===== config.mk =====
export PLATFORM = sky130hd
export DESIGN_NAME = mdio_xact_ctrl_flat
export DESIGN_NICKNAME = d
export VERILOG_FILES = /design/src/rtl/mdio_xact_ctrl_if.sv /design/src/rtl/mdio_xact_ctrl.sv /design/src/flat_wrapper.sv
export SDC_FILE = /design/constraint.sdc
export NUM_CORES = 1
export LEC_CHECK = 0
export ABC_CLOCK_PERIOD_IN_PS = 3200
export BUFFER_PORTS_ARGS = -buffer_cell sky130_fd_sc_hd__buf_2
export CAP_MARGIN = 20
export CELL_PAD_IN_SITES_DETAIL_PLACEMENT = 1
export CELL_PAD_IN_SITES_GLOBAL_PLACEMENT = 2
export CORE_UTILIZATION = 36
export DETAILED_ROUTE_END_ITERATION = 12
export HOLD_SLACK_MARGIN = 0.03
export PLACE_DENSITY_LB_ADDON = 0.25
export SYNTH_ARGS = -nofsm -noshare
export SYNTH_HDL_FRONTEND = slang
export SYNTH_SLANG_ARGS = --single-unit

===== constraint.sdc =====
create_clock -name clk -period 3.2 [get_ports clk]
set_input_delay 0.16 -clock clk [delete_from_list [all_inputs] [get_ports clk]]
set_output_delay 0.16 -clock clk [all_outputs]
set_load 0.01 [all_outputs]

===== src/rtl/mdio_xact_ctrl_if.sv =====
// rtl/mdio_xact_ctrl_if.sv - request/response, MDC strobe and MDIO pad bundle
interface mdio_xact_ctrl_if;
  logic        mdc_rise_stb;
  logic        mdc_fall_stb;
  logic        req_valid;
  logic        req_ready;
  logic        req_write;
  logic [4:0]  req_phy_addr;
  logic [4:0]  req_reg_addr;
  logic [15:0] req_wdata;
  logic        rsp_valid;
  logic [15:0] rsp_rdata;
  logic        rsp_err;
  logic        mdio_out;
  logic        mdio_tri;
  logic        mdio_in;

  modport master (
    output mdc_rise_stb, mdc_fall_stb, req_valid, req_write, req_phy_addr,
           req_reg_addr, req_wdata, mdio_in,
    input  req_ready, rsp_valid, rsp_rdata, rsp_err, mdio_out, mdio_tri
  );

  modport slave (
    input  mdc_rise_stb, mdc_fall_stb, req_valid, req_write, req_phy_addr,
           req_reg_addr, req_wdata, mdio_in,
    output req_ready, rsp_valid, rsp_rdata, rsp_err, mdio_out, mdio_tri
  );
endinterface


===== src/rtl/mdio_xact_ctrl.sv =====
// rtl/mdio_xact_ctrl.sv - clause-22 MDIO frame serialiser with read-back sampling
module mdio_xact_ctrl #(
  parameter int PREAMBLE_LEN = 32
) (
  input  logic             clk,
  input  logic             reset,
  mdio_xact_ctrl_if.slave  bus
);

  typedef enum logic [1:0] {S_IDLE, S_WAIT, S_PRE, S_FRAME} state_t;

  localparam logic [4:0] PRE_LAST   = 5'(PREAMBLE_LEN - 1);
  localparam logic [4:0] FRAME_LAST = 5'd31;
  localparam logic [4:0] TA_BIT     = 5'd14;
  localparam logic [4:0] ERR_BIT    = 5'd15;
  localparam logic [4:0] DATA_BIT0  = 5'd16;

  state_t      r_state, w_state_nxt;
  logic [4:0]  r_cnt, w_cnt_nxt;
  logic        r_out, w_out_nxt;
  logic        r_tri, w_tri_nxt;
  logic        r_rsp_valid, w_rsp_valid_nxt;
  logic        r_write;
  logic [4:0]  r_phy;
  logic [4:0]  r_reg;
  logic [15:0] r_wdata;
  logic [15:0] r_rdata;
  logic        r_err;

  logic        w_accept;
  logic        w_fall;
  logic        w_rise;
  logic [31:0] w_frame;
  logic [4:0]  w_bit_nxt;

  // A coincident fall wins: the bit advances and the rise sample is dropped.
  assign w_fall    = bus.mdc_fall_stb;
  assign w_rise    = bus.mdc_rise_stb & ~bus.mdc_fall_stb;
  assign bus.req_ready = (r_state == S_IDLE) & reset;
  assign w_accept  = bus.req_valid & bus.req_ready;
  assign w_bit_nxt = r_cnt + 5'd1;
  assign w_frame   = {2'b01, (r_write ? 2'b01 : 2'b10), r_phy, r_reg,
                      (r_write ? {2'b10, r_wdata} : 18'h0)};

  assign bus.rsp_valid = r_rsp_valid;
  assign bus.rsp_rdata = r_rdata;
  assign bus.rsp_err   = r_err;
  assign bus.mdio_out  = r_out;
  assign bus.mdio_tri  = r_tri;

  always_ff @(posedge clk or negedge reset) begin
    if (!reset) begin
      r_state     <= S_IDLE;
      r_cnt       <= 5'd0;
      r_out       <= 1'b0;
      r_tri       <= 1'b0;
      r_rsp_valid <= 1'b0;
    end else begin
      r_state     <= w_state_nxt;
      r_cnt       <= w_cnt_nxt;
      r_out       <= w_out_nxt;
      r_tri       <= w_tri_nxt;
      r_rsp_valid <= w_rsp_valid_nxt;
    end
  end

  always_comb begin
    w_state_nxt     = r_state;
    w_cnt_nxt       = r_cnt;
    w_out_nxt       = r_out;
    w_tri_nxt       = r_tri;
    w_rsp_valid_nxt = 1'b0;
    case (r_state)
      S_IDLE: begin
        if (w_accept) w_state_nxt = S_WAIT;
      end
      S_WAIT: begin
        if (w_fall) begin
          w_out_nxt   = 1'b1;
          w_tri_nxt   = 1'b1;
          w_cnt_nxt   = 5'd0;
          w_state_nxt = S_PRE;
        end
      end
      S_PRE: begin
        if (w_fall) begin
          if (r_cnt == PRE_LAST) begin
            w_out_nxt   = w_frame[31];
            w_tri_nxt   = 1'b1;
            w_cnt_nxt   = 5'd0;
            w_state_nxt = S_FRAME;
          end else begin
            w_cnt_nxt = w_bit_nxt;
          end
        end
      end
      S_FRAME: begin
        if (w_fall) begin
          if (r_cnt == FRAME_LAST) begin
            w_out_nxt       = 1'b0;
            w_tri_nxt       = 1'b0;
            w_cnt_nxt       = 5'd0;
            w_state_nxt     = S_IDLE;
            w_rsp_valid_nxt = 1'b1;
          end else begin
            w_cnt_nxt = w_bit_nxt;
            // Reads hand the pad to the PHY from the first TA bit onward.
            if (!r_write && (w_bit_nxt >= TA_BIT)) begin
              w_out_nxt = 1'b0;
              w_tri_nxt = 1'b0;
            end else begin
              w_out_nxt = w_frame[5'd31 - w_bit_nxt];
              w_tri_nxt = 1'b1;
            end
          end
        end
      end
      default: w_state_nxt = S_IDLE;
    endcase
  end

  always_ff @(posedge clk or negedge reset) begin
    if (!reset) begin
      r_write <= 1'b0;
      r_phy   <= 5'd0;
      r_reg   <= 5'd0;
      r_wdata <= 16'h0;
      r_rdata <= 16'h0;
      r_err   <= 1'b0;
    end else begin
      if (w_accept) begin
        r_write <= bus.req_write;
        r_phy   <= bus.req_phy_addr;
        r_reg   <= bus.req_reg_addr;
        r_wdata <= bus.req_wdata;
        if (bus.req_write) begin
          r_rdata <= 16'h0;
          r_err   <= 1'b0;
        end
      end
      if ((r_state == S_FRAME) && !r_write && w_rise) begin
        if (r_cnt == ERR_BIT) begin
          r_err <= bus.mdio_in;
        end else if (r_cnt >= DATA_BIT0) begin
          r_rdata <= {r_rdata[14:0], bus.mdio_in};
        end
      end
    end
  end

endmodule


===== src/flat_wrapper.sv =====
// flat-port wrapper written by rule: the top's interface ports become plain ports
module mdio_xact_ctrl_flat 
#(
  parameter int PREAMBLE_LEN = 32
)
  (clk, reset, bus_mdc_rise_stb, bus_mdc_fall_stb, bus_req_valid, bus_req_write, bus_req_phy_addr, bus_req_reg_addr, bus_req_wdata, bus_mdio_in, bus_req_ready, bus_rsp_valid, bus_rsp_rdata, bus_rsp_err, bus_mdio_out, bus_mdio_tri);
  mdio_xact_ctrl_if bus_i ();
  input  logic clk;
  input  logic reset;
  input wire logic [$bits(bus_i.mdc_rise_stb)-1:0] bus_mdc_rise_stb;
  input wire logic [$bits(bus_i.mdc_fall_stb)-1:0] bus_mdc_fall_stb;
  input wire logic [$bits(bus_i.req_valid)-1:0] bus_req_valid;
  input wire logic [$bits(bus_i.req_write)-1:0] bus_req_write;
  input wire logic [$bits(bus_i.req_phy_addr)-1:0] bus_req_phy_addr;
  input wire logic [$bits(bus_i.req_reg_addr)-1:0] bus_req_reg_addr;
  input wire logic [$bits(bus_i.req_wdata)-1:0] bus_req_wdata;
  input wire logic [$bits(bus_i.mdio_in)-1:0] bus_mdio_in;
  output wire logic [$bits(bus_i.req_ready)-1:0] bus_req_ready;
  output wire logic [$bits(bus_i.rsp_valid)-1:0] bus_rsp_valid;
  output wire logic [$bits(bus_i.rsp_rdata)-1:0] bus_rsp_rdata;
  output wire logic [$bits(bus_i.rsp_err)-1:0] bus_rsp_err;
  output wire logic [$bits(bus_i.mdio_out)-1:0] bus_mdio_out;
  output wire logic [$bits(bus_i.mdio_tri)-1:0] bus_mdio_tri;
  assign bus_i.mdc_rise_stb = bus_mdc_rise_stb;
  assign bus_i.mdc_fall_stb = bus_mdc_fall_stb;
  assign bus_i.req_valid = bus_req_valid;
  assign bus_i.req_write = bus_req_write;
  assign bus_i.req_phy_addr = bus_req_phy_addr;
  assign bus_i.req_reg_addr = bus_req_reg_addr;
  assign bus_i.req_wdata = bus_req_wdata;
  assign bus_i.mdio_in = bus_mdio_in;
  assign bus_req_ready = bus_i.req_ready;
  assign bus_rsp_valid = bus_i.rsp_valid;
  assign bus_rsp_rdata = bus_i.rsp_rdata;
  assign bus_rsp_err = bus_i.rsp_err;
  assign bus_mdio_out = bus_i.mdio_out;
  assign bus_mdio_tri = bus_i.mdio_tri;
  mdio_xact_ctrl #(.PREAMBLE_LEN(PREAMBLE_LEN)) u_core (.clk(clk), .reset(reset), .bus(bus_i));
endmodule

## Word level (Yosys, flattened, before mapping)

Cells that the tools add are included.

| word-level totals | value |
|---|---|
| flip-flop bits (word level) | 54 |
| logic and storage cells | 83 |
| output and inout port bits | 21 |
| bits of input ports | 33 |

| operators by class | value |
|---|---|
| $lt $le $gt $ge | 3 |
| reduce and logical (&&, ||, !) cells | 11 |
| bitwise logic cells | 4 |
| $add $sub $neg | 2 |
| equality and inequality tests | 12 |
| muxes and demuxes | 40 |

Operator list:

| cell | count |
|---|---|
| $mux 16 | 5 |
| $mux 1 | 19 |
| $mux 18 | 1 |
| $mux 5 | 3 |
| $mux 2 | 7 |
| $pmux 5 s2 | 1 |
| $ne 2x1->1 const B | 4 |
| $pmux 2 s4 | 1 |
| $lt 5x6->1 const B | 1 |
| $ne 2x2->1 const B | 3 |
| $pmux 1 s3 | 2 |
| $reduce_and 6->1 | 1 |
| $add 5x1->5 const B | 1 |
| $bmux 1 s5 | 1 |
| $eq 5x4->1 const B | 1 |
| $eq 5x5->1 const B | 1 |
| $ge 5x4->1 const B | 1 |
| $ge 5x5->1 const B | 1 |
| $reduce_and 5->1 | 1 |
| $sub 5x5->5 const A | 1 |
| $eq 2x2->1 const B | 2 |
| $and 1x1->1 | 3 |
| $logic_and 1x1->1 | 3 |
| $reduce_and 3->1 | 1 |
| 7 further kinds | 7 |

## Logic depth before layout (Yosys ltp)

Gate-level depths: netlist of run 1.

| logic depth | value |
|---|---|
| depth after elaboration | 8 |
| depth in mapped cells | 10 |
| depth with buffers taken out | 8 |

## Worst setup path before layout of run 1

No wires, ideal clock.

| path | value |
|---|---|
| kind | register to register |
| from | reg u_core.r_cnt[1] |
| to | reg u_core.r_out, in the netlist u_core.bus.mdio_out |
| data required time | 3.106 ns |
| clock period less this slack | 2.308 ns |
| library setup time | 0.094 ns |
| slack | 0.892 ns |
| arrival | 2.214 ns |
| stages on the path, launching flop included | 7 |
| buffers on the path | 0 |
| cell sequence | dfrtp_1 -> ha_1 -> xor2_2 -> mux4_2 -> mux2_2 -> a211o_1 -> a211oi_1 |

| on the way | value |
|---|---|
| cells in the longest elaborated chain, start to end | 8 |
| elaborated cells between the ends (all ways) | 13 |
| those cells by class | add/sub: 2; order compare: 1; eq/ne: 2; mux: 6; reduce/logical: 2 |

RTL lines:

| item | line | source |
|---|---|---|
| from (decl) | mdio_xact_ctrl.sv:19 | `logic [4:0] r_cnt, w_cnt_nxt;` |
| from (signal assigned) | mdio_xact_ctrl.sv:60 | `r_cnt <= w_cnt_nxt;` |
| $add 5x1->5 | mdio_xact_ctrl.sv:41 | `assign w_bit_nxt = r_cnt + 5'd1;` |
| $sub 5x5->5 | mdio_xact_ctrl.sv:112 | `w_out_nxt = w_frame[5'd31 - w_bit_nxt];` |
| $bmux 1 s5 | mdio_xact_ctrl.sv:112 |  |
| $mux 1 (implied by the code) | mdio_xact_ctrl.sv:112 |  |
| $mux 1 | mdio_xact_ctrl.sv:108 | `if (!r_write && (w_bit_nxt >= TA_BIT)) begin` |
| $mux 1 | mdio_xact_ctrl.sv:99 | `if (r_cnt == FRAME_LAST) begin` |
| $mux 1 | mdio_xact_ctrl.sv:98 | `if (w_fall) begin` |
| $pmux 1 s3 | mdio_xact_ctrl.sv:73 | `case (r_state)` |
| to (signal assigned) | mdio_xact_ctrl.sv:61 | `r_out <= w_out_nxt;` |
| to (decl) | mdio_xact_ctrl.sv:20 | `logic r_out, w_out_nxt;` |

Parallel ways exist; a longest one is shown, timed or not. The select of a mux whose other input is x is not followed.
A chain may end at the register's enable or synchronous reset.

## Worst setup path after layout of run 1

Ends and elaborated chain as after synthesis.

==> results of run 1 <==
-- synthesized netlist by cell type (2+ instances only) --
master,count,area share
mux2i_1,9,0.035
ha_1,9,0.044
mux4_1,4,0.041
nor3_1,3,0.0059
inv_1,10,0.015
mux2_2,28,0.12
a21oi_1,3,0.0059
dfrtp_1,54,0.53
o21ai_0,7,0.014
nor2_1,11,0.016
clkbuf_1,3,0.0044
o31ai_1,2,0.0059
a211o_1,2,0.0069
buf_1,3,0.0044
a22o_1,16,0.055
mux4_2,2,0.018
nand2_1,9,0.013
and3_1,2,0.0049
-- stage by stage --
stage          setup WS (ns)  hold slack, ns
5_1_grt                0.507          0.0665
6_report               0.745          0.0325
4_1_cts                0.700          0.0644
3_5_place_dp           0.748           0.398
3_3_place_gp           0.746           0.392
2_1_floorplan          0.892          -0.136
-- area by class of cell --
cell class | count | area (um2)
fill | 760 | 3800
sequential | 54 | 1350
multi-input combinational | 122 | 1110
tap | 96 | 120
clock inverter | 2 | 37.5
timing repair buffer | 58 | 303
clock buffer | 6 | 72.6
inverter | 10 | 37.5
-- worst max path at each step --
stage                                      startpoint                         endpoint  slack [ns]  cells past startpoint
after CTS                 u_core.r_cnt[0]$_DFFE_PN0P_  u_core.bus.mdio_out$_DFFE_PN0P_        0.70                      8
after detailed placement  u_core.r_cnt[0]$_DFFE_PN0P_  u_core.bus.mdio_out$_DFFE_PN0P_        0.75                      8
after global placement    u_core.r_cnt[0]$_DFFE_PN0P_  u_core.bus.mdio_out$_DFFE_PN0P_        0.75                      8
after global routing      u_core.r_cnt[0]$_DFFE_PN0P_  u_core.bus.mdio_out$_DFFE_PN0P_        0.51                      8
final                     u_core.r_cnt[1]$_DFFE_PN0P_  u_core.bus.mdio_out$_DFFE_PN0P_        0.75                      6
after floorplan           u_core.r_cnt[1]$_DFFE_PN0P_  u_core.bus.mdio_out$_DFFE_PN0P_        0.89                      6
-- report_power, final --
part           switching, W  total, W  internal, W
Combinational      0.000383  0.000823     0.000440
Sequential         0.000125   0.00101     0.000886
Clock              0.000231  0.000465     0.000234
Total              0.000740   0.00230      0.00156
-- logic make-up (layout without fill, tap and decap cells) --
group | after synthesis | after routing | share of synthesized area
compound gates | 34 | 34 | 0.0989
simple gates | 34 | 34 | 0.0656
xor+xnor | 2 | 2 | 0.00979
buf+inv | 18 | 76 | 0.0357
flops | 54 | 54 | 0.529
mux | 43 | 43 | 0.217
fa+ha+maj | 9 | 9 | 0.0441
-- cells in the final DEF, fill, tap and decap left out, types with 2 or more instances in the layout --
cell | Yosys | final
dfrtp_1 | 54 | 54
buf_2 | 0 | 53
mux2_2 | 28 | 28
a22o_1 | 16 | 16
nor2_1 | 11 | 11
inv_1 | 10 | 10
nand2_1 | 9 | 9
mux2i_1 | 9 | 9
ha_1 | 9 | 9
o21ai_0 | 7 | 7
clkbuf_8 | 0 | 5
buf_4 | 0 | 5
mux4_1 | 4 | 4
a21oi_1 | 3 | 3
nor3_1 | 3 | 3
and3_1 | 2 | 2
o31ai_1 | 2 | 2
a211o_1 | 2 | 2
mux4_2 | 2 | 2
-- worst max-delay path, cell delays in order, from the launching register on --
cell	delay, ns
dfrtp_1	0.44
ha_1	0.26
xor2_2	0.36
mux4_2	0.54
mux2_2	0.27
a211o_1	0.29
a211oi_1	0.21
-- layer usage --
| layer | vias up | share of wire | GRT usage |
|---|---|---|---|
| met3 | 8 | 0.027 | 0.0333 |
| li1 | 813 | - | - |
| met5 | - | 0 | 0 |
| met4 | 0 | 0.016 | 0.0515 |
| met2 | 29 | 0.47 | 0.258 |
| met1 | 856 | 0.49 | 0.233 |
==> impl_metrics.yaml, run 1 <==
clocking:
  cts_buffers: 5
  cts_num_sinks: 54
  cts_tree: "built"
  clock_latency_ns: 0.31
  cts_setup_buffers: 0
  root_buffer: "clkbuf_8"
  clk_pin_slew_worst_paths_ns: 0.10
  cts.hold.buffers_added: 0
  cts-resized-gates: 0
  htreeDepth: 2
  clockBufferDepth: 2
global_route:
  grt_overflow: 0
  antenna_found_initial: 0
  grt_max_degree: 55
  grt_pass1_vias: 1858
  grt_usage: 0.165
  grt_pass1_wl_um: 9480
worst_setup_path:
  crit_required_ns: 3.43
  worstReg2RegEnd: "u_core.bus.mdio_out$_DFFE_PN0P_"
  reg2reg_from: "u_core.r_cnt[1]$_DFFE_PN0P_"
  r2r_slack_ns: 0.75
  cp_max_fo: 5
  start_kind: "flop"
  arrival_ns: 2.68
  crit_type: "flop to flop"
  cp-end-kind: "flop"
  r2r_cells: 6
logic_synthesis:
  ys_warn_count: 0
  synth_seq_cells: 54
  ys.flop_type: "dfrtp_1"
  synth_nets: 236
  async_reset_ff_frac: 1.00
  synth.avg_cell_area_um2: 13.2
  ys_types: 35
  yosysSeqAreaShare: 0.529
  synth_edf_count: 0
  netlist_instances: 194
  synth_area_mm2: 0.00256
cells_and_area:
  layoutNonFillerInstCount: 348
  drive_gt1_frac: 0.393
  nNetsFinal: 293
  final_util: 0.444
  area_growth_pct: 18.7
  n_antenna_cell: 0
  finalInstanceArea_mm2: 0.00304
timing:
  max_slew_margin: 0.534
  setup_tns_ns: 0
  rsz0062_at_grt: "no"
  tightest_slew_ns: 0.699
  setup_viol: 0
  min_period_ns: 2.45
  max_freq_mhz: 407
  slew_viol_final: 0
  fin_crit_sh: 0.767
  finalHoldViolCount: 0
  fin_skew_ns: 0.00339
place:
  placed_cells: 340
  gp_congestion: 0.764
  place_hpwl_um: 3960
  placed_area_mm2: 0.00293
  portBuffers: 53
routing:
  vias: 1706
  wl_per_cell_um: 15.9
  drc: 0
  drtIter0Drc: 51
  antenna_left: 0
  routed_wl_um: 5520
  vias_per_cell: 4.90
  dr.pass1.iters: 3
run:
  cap_violations: 0
worst_hold_path:
  worstHoldPathType: "input port to async pin"
floorplanning:
  die_h_um: 86.3
  start_util: 0.374
  dieArea_mm2: 0.00744
  die_w_um: 86.3
  rows: 30
  core_mm2: 0.00683
  io_pins: 54
pwr:
  p_total_w: 0.00230
  p_leak_nw: 1.46
  peakVddDrop_v: 0.000292
  power_density_mw_per_mm2: 757
status:
  status: "finished, final reports clean"
No activity file was read; power rests on OpenSTA's default activity.
==> run 2, diff against run 1 <==
--- a/config.mk
+++ b/config.mk
@@ -5,12 +5,12 @@
 export SDC_FILE = /design/constraint.sdc
 export NUM_CORES = 1
 export LEC_CHECK = 0
-export ABC_CLOCK_PERIOD_IN_PS = 3200
+export ABC_CLOCK_PERIOD_IN_PS = 2200
 export BUFFER_PORTS_ARGS = -buffer_cell sky130_fd_sc_hd__buf_2
 export CAP_MARGIN = 20
 export CELL_PAD_IN_SITES_DETAIL_PLACEMENT = 1
 export CELL_PAD_IN_SITES_GLOBAL_PLACEMENT = 2
-export CORE_UTILIZATION = 36
+export CORE_UTILIZATION = 33
 export DETAILED_ROUTE_END_ITERATION = 12
 export HOLD_SLACK_MARGIN = 0.03
 export PLACE_DENSITY_LB_ADDON = 0.25
==> constraint.sdc (replaced) <==
create_clock -name clk -period 2.2 [get_ports clk]
set_input_delay 0.11 -clock clk [delete_from_list [all_inputs] [get_ports clk]]
set_output_delay 0.11 -clock clk [all_outputs]
set_load 0.01 [all_outputs]
==> impl_metrics.yaml, run 2 (synthesized netlist as in run 1, its figures left out) <==
worst_setup_path:
  r2r_slack_ns: 0.08
  crit_required_ns: 2.43
  start_kind: "flop"
  r2r_cells: 6
  slowest_delay_ns: 0.50
  arrival_ns: 2.35
  reg2reg_from: "u_core.r_cnt[1]$_DFFE_PN0P_"
  cp_slowest_cell: "mux4_2"
  cp-end-kind: "flop"
  cp_cell_sequence: "ha_4 > xor2_4 > mux4_2 > mux2_2 > a211o_1 > a211oi_2"
  critPathBufInv: 0
  cp_top_family: "multiplexers"
  cp_max_fo: 5
  crit_type: "flop to flop"
  worstReg2RegEnd: "u_core.bus.mdio_out$_DFFE_PN0P_"
status:
  status: "finished, violations left"
  violations: "negative hold slack"
pwr:
  p_total_w: 0.00346
  power_density_mw_per_mm2: 1030
  p_leak_nw: 1.60
  pwr-share-seq: 0.429
  switching_power_w: 0.00114
  peakVddDrop_v: 0.000371
  clkPwrFrac: 0.176
  combPwrFrac: 0.395
  internal_power_w: 0.00232
  swShare: 0.330
place:
  placed_cells: 353
  gp_congestion: 0.715
  portBuffers: 53
  placed_area_mm2: 0.00303
  pre_cts_slack_ns: -0.0992
  place_hpwl_um: 3970
timing:
  slew_viol_final: 0
  max_freq_mhz: 472
  finalHoldViolCount: 25
  fin_skew_ns: 0.00352
  setup_viol: 0
  tightest_slew_ns: 0.688
  min_period_ns: 2.12
  fin_crit_sh: 0.963
  setup_tns_ns: 0
  setup_ws_ns: 0.0814
  max_slew_margin: 0.541
  holdWs_ns: -0.0119
routing:
  wl_per_cell_um: 15.6
  drc: 0
  vias_per_cell: 4.87
  routed_wl_um: 5970
  vias: 1867
  dr.pass1.iters: 4
  drtIter0Drc: 54
  antenna_left: 0
global_route:
  grt_usage: 0.154
  grt_pass1_wl_um: 9890
  grt_max_degree: 55
  antenna_found_initial: 0
  grt_overflow: 0
  grt_pass1_vias: 1961
clocking:
  clockBufferDepth: 2
  cts_num_sinks: 54
  clock_latency_ns: 0.31
  cts_setup_buffers: 0
  root_buffer: "clkbuf_8"
  htreeDepth: 2
  cts_buffers: 5
  cts_tree: "built"
  clk_pin_slew_worst_paths_ns: 0.10
run:
  cap_violations: 0
cells_and_area:
  n_antenna_cell: 0
  multi_input_area_mm2: 0.00116
  nNetsFinal: 325
  drive_gt1_frac: 0.408
  layout_common_cells: "buf_2, dfrtp_1, mux2_2"
  area_growth_pct: 32.1
  n_fill_cell: 805
  final_common_cell: "buf_2"
  layoutNonFillerInstCount: 383
  finalInstanceArea_mm2: 0.00338
  seqCellArea_mm2: 0.00135
floorplanning:
  io_pins: 54
  core_mm2: 0.00737
  start_util: 0.347
  dieArea_mm2: 0.00810
  die_h_um: 90.0
  die_w_um: 90.0
  rows: 31
worst_hold_path:
  worstHoldPathType: "input port to async pin"
run 2: cell count changes in the layout (fill, tap and decap cells not counted), moves of 2 or more:
cell	previous run	this run
dlygate4sd3_1	0	22
buf_4	5	14
dfrtp_1	54	52
dfrtp_2	0	2
ha_1	9	7
ha_4	0	2
run 2: worst reg2reg max path, stage by stage (launching register included):
cell	delay, ns
dfrtp_2	0.45
ha_4	0.20
xor2_4	0.15
mux4_2	0.50
mux2_2	0.28
a211o_1	0.28
a211oi_2	0.19
run 2: worst max-delay path by stage:
stage	startpoint	endpoint	depth (start not counted)
floorplan	u_core.r_cnt[0]$_DFFE_PN0P_	u_core.bus.mdio_out$_DFFE_PN0P_	9
finish	u_core.r_cnt[1]$_DFFE_PN0P_	u_core.bus.mdio_out$_DFFE_PN0P_	6
global placement	u_core.r_cnt[1]$_DFFE_PN0P_	u_core.bus.mdio_out$_DFFE_PN0P_	7
detailed placement	u_core.r_cnt[1]$_DFFE_PN0P_	u_core.bus.mdio_out$_DFFE_PN0P_	7
CTS	u_core.r_cnt[0]$_DFFE_PN0P_	u_core.bus.mdio_out$_DFFE_PN0P_	6
global route	u_core.r_cnt[0]$_DFFE_PN0P_	u_core.bus.mdio_out$_DFFE_PN0P_	6
run 2: metrics by stage:
stage          hold WS, ns   util
2_1_floorplan       -0.186      -
3_3_place_gp         0.342  0.410
3_5_place_dp         0.347  0.411
4_1_cts             0.0301  0.455
5_1_grt             0.0346  0.458
6_report           -0.0119  0.458
run 2: repair_timing:
item / 4_1_cts / 5_1_grt
endpoints found under the setup margin: 1 / 1
gates resized for setup: 4 / 4
hold endpoints to repair: 21 / 1
pin swaps: 0 / 2
hold buffers: 21 / 1
run 2: power groups by stage:
| stage | clock network, W | logic (W) | registers [W] |
|---|---|---|---|
| 4_1_cts | 0.000637 | 0.00137 | 0.00149 |
| 6_report | 0.000609 | 0.00137 | 0.00149 |
| 3_5_place_dp | 0 | 0.00130 | 0.00151 |
| 3_3_place_gp | 0 | 0.00129 | 0.00149 |
| 2_1_floorplan | 0 | 0.000989 | 0.00144 |
| 5_1_grt | 0.000674 | 0.00151 | 0.00153 |
run 2: routing by layer:
metal  global-route usage  up-vias  wire, um
met3               0.0262        6       175
met2                0.246       32      2950
met5                    0        -         0
li1                     -      884         -
met4               0.0444        0        67
met1                0.215      945      2780
run 2: final cells by class:
| class | count | share of cell area |
|---|---|---|
| Inverter | 10 | 0.0111 |
| Timing Repair Buffer | 90 | 0.178 |
| Tap cell | 99 | 0.0367 |
| Multi-Input combinational cell | 122 | 0.344 |
| Clock buffer | 6 | 0.0245 |
| Sequential cell | 54 | 0.401 |
| Clock inverter | 2 | 0.00482 |
==> run 3, diff against run 2 <==
--- a/config.mk
+++ b/config.mk
@@ -5,13 +5,13 @@
 export SDC_FILE = /design/constraint.sdc
 export NUM_CORES = 1
 export LEC_CHECK = 0
-export ABC_CLOCK_PERIOD_IN_PS = 2200
-export BUFFER_PORTS_ARGS = -buffer_cell sky130_fd_sc_hd__buf_2
+export ABC_CLOCK_PERIOD_IN_PS = 2300
 export CAP_MARGIN = 20
 export CELL_PAD_IN_SITES_DETAIL_PLACEMENT = 1
 export CELL_PAD_IN_SITES_GLOBAL_PLACEMENT = 2
-export CORE_UTILIZATION = 33
+export CORE_UTILIZATION = 42
 export DETAILED_ROUTE_END_ITERATION = 12
+export DONT_BUFFER_PORTS = 1
 export HOLD_SLACK_MARGIN = 0.03
 export PLACE_DENSITY_LB_ADDON = 0.25
 export SYNTH_ARGS = -nofsm -noshare
==> constraint.sdc (replaced) <==
create_clock -name clk -period 2.3 [get_ports clk]
set_input_delay 0.115 -clock clk [delete_from_list [all_inputs] [get_ports clk]]
set_output_delay 0.115 -clock clk [all_outputs]
set_load 0.01 [all_outputs]
==> impl_metrics.yaml, run 3 (synthesized netlist as in run 1, its figures left out) <==
floorplanning:
  io_pins: 54
  dieArea_mm2: 0.00640
  core_mm2: 0.00589
  die_h_um: 80.0
  start_util: 0.434
  rows: 28
  die_w_um: 80.0
clocking:
  clockBufferDepth: 2
  clock_latency_ns: 0.31
  cts_buffers: 5
  root_buffer: "clkbuf_8"
  cts_num_sinks: 54
  htreeDepth: 2
  clk_pin_slew_worst_paths_ns: 0.10
  cts_tree: "built"
worst_setup_path:
  cp_top_family: "multiplexers"
  reg2reg_from: "u_core.r_cnt[1]$_DFFE_PN0P_"
  crit_type: "flop to flop"
  crit_path_start: "u_core.r_cnt[1]$_DFFE_PN0P_"
  start_kind: "flop"
  arrival_ns: 2.45
  r2r_slack_ns: 0.07
  cp_slowest_cell: "mux4_2"
  critPathBufInv: 0
  worstReg2RegEnd: "u_core.bus.mdio_out$_DFFE_PN0P_"
  crit_required_ns: 2.53
  worstSetupEndpoint: "u_core.bus.mdio_out$_DFFE_PN0P_"
  r2r_cells: 6
  cp-end-kind: "flop"
  cp_cell_sequence: "ha_4 > xor2_4 > mux4_2 > mux2_2 > a211o_1 > a211oi_1"
  cp_max_fo: 3
  slowest_delay_ns: 0.51
  crit_cells: 6
pwr:
  p_leak_nw: 1.38
  p_total_w: 0.00331
  peakVddDrop_v: 0.000523
  power_density_mw_per_mm2: 1050
cells_and_area:
  layoutNonFillerInstCount: 309
  drive_gt1_frac: 0.231
  n_fill_cell: 597
  nNetsFinal: 275
  layout_common_cells: "dfrtp_1, dlygate4sd3_1, mux2_2"
  area_growth_pct: 23.3
  final_common_cell: "dfrtp_1"
  n_antenna_cell: 0
routing:
  drc: 0
  wl_per_cell_um: 18.7
  vias_per_cell: 5.47
  vias: 1690
  antenna_left: 0
  routed_wl_um: 5780
  dr.pass1.iters: 4
  drtIter0Drc: 84
worst_hold_path:
  min_from: "bus_mdc_rise_stb"
  worstHoldPathType: "input port to flop"
timing:
  min_period_ns: 2.23
  max_slew_margin: 0.546
  rsz0062_at_grt: "yes"
  setup_viol: 0
  finalHoldViolCount: 0
  tightest_slew_ns: 0.681
  max_freq_mhz: 449
  fin_crit_sh: 0.968
  fin_skew_ns: 0.0117
  slew_viol_final: 0
global_route:
  use_met3: 0.0434
  met2_usage: 0.337
  grt_pass1_wl_um: 9540
  grt_usage: 0.200
  met1_usage: 0.253
  antenna_found_initial: 0
  grt_max_degree: 55
  grt_pass1_vias: 1902
  grt_overflow: 0
  busiest_layer: "met2"
place:
  place_hpwl_um: 3760
  placed_cells: 268
  gp_congestion: 0.768
  portBuffers: 0
status:
  status: "finished, final reports clean"
run:
  cap_violations: 0
## run 3: how the worst min path moves through the flow
stage	endpoint	slack, ns	cells past startpoint
2_1_floorplan	u_core.bus.mdio_out$_DFFE_PN0P_	-0.18	0
3_3_place_gp	u_core.r_reg[0]$_DFFE_PN0N_	-0.18	0
3_5_place_dp	u_core.r_reg[1]$_DFFE_PN0N_	-0.18	0
4_1_cts	u_core.bus.rsp_err$_DFF_PN0_	0.08	2
5_1_grt	u_core.bus.rsp_err$_DFF_PN0_	0.12	2
6_report	u_core.bus.rsp_err$_DFF_PN0_	0.1	2
## run 3: routing by layer
metal,part of all wire,up-vias
li1,-,780
met1,0.43,869
met2,0.53,34
met3,0.032,7
met4,0.013,0
met5,0,-
## run 3: area by class of cell
cell class | instances | area [um2] | area share
clock inverter | 1 | 30.0 | 0.00953
clock buffer | 7 | 76.3 | 0.0242
inverter | 10 | 37.5 | 0.0119
tap | 75 | 93.8 | 0.0298
timing repair buffer | 40 | 402 | 0.127
sequential | 54 | 1350 | 0.429
multi-input combinational | 122 | 1160 | 0.368
## run 3: stage by stage
stage / util / TNS (ns) / worst slack, ns / instance area, um2 / hold WS (ns)
after global placement: 0.450 / -0.00731 / -0.00731 / 2650 / -0.179
after detailed placement: 0.450 / -1.95 / -0.148 / 2650 / -0.179
after floorplan: - / 0 / 0.0172 / 2560 / -0.181
after CTS: 0.528 / 0 / 0.00586 / 3110 / 0.0811
after global routing: 0.536 / -0.0114 / -0.0114 / 3150 / 0.119
final: 0.536 / 0 / 0.0741 / 3150 / 0.0990
## run 3: power breakdown
group / internal (W) / total [W] / switching, W
clock network: 0.000326 / 0.000642 / 0.000316
registers: 0.00123 / 0.00143 / 0.000197
logic: 0.000688 / 0.00124 / 0.000552
## run 3: timing repair
| item | CTS | global route |
|---|---|---|
| cloned | 0 | 0 |
| buffers inserted | 1 | 0 |
| endpoints found under the setup margin | 17 | 2 |
| endpoints found under the hold margin | 84 | 0 |
| hold buffers | 32 | 0 |
| gates resized for setup | 3 | 8 |
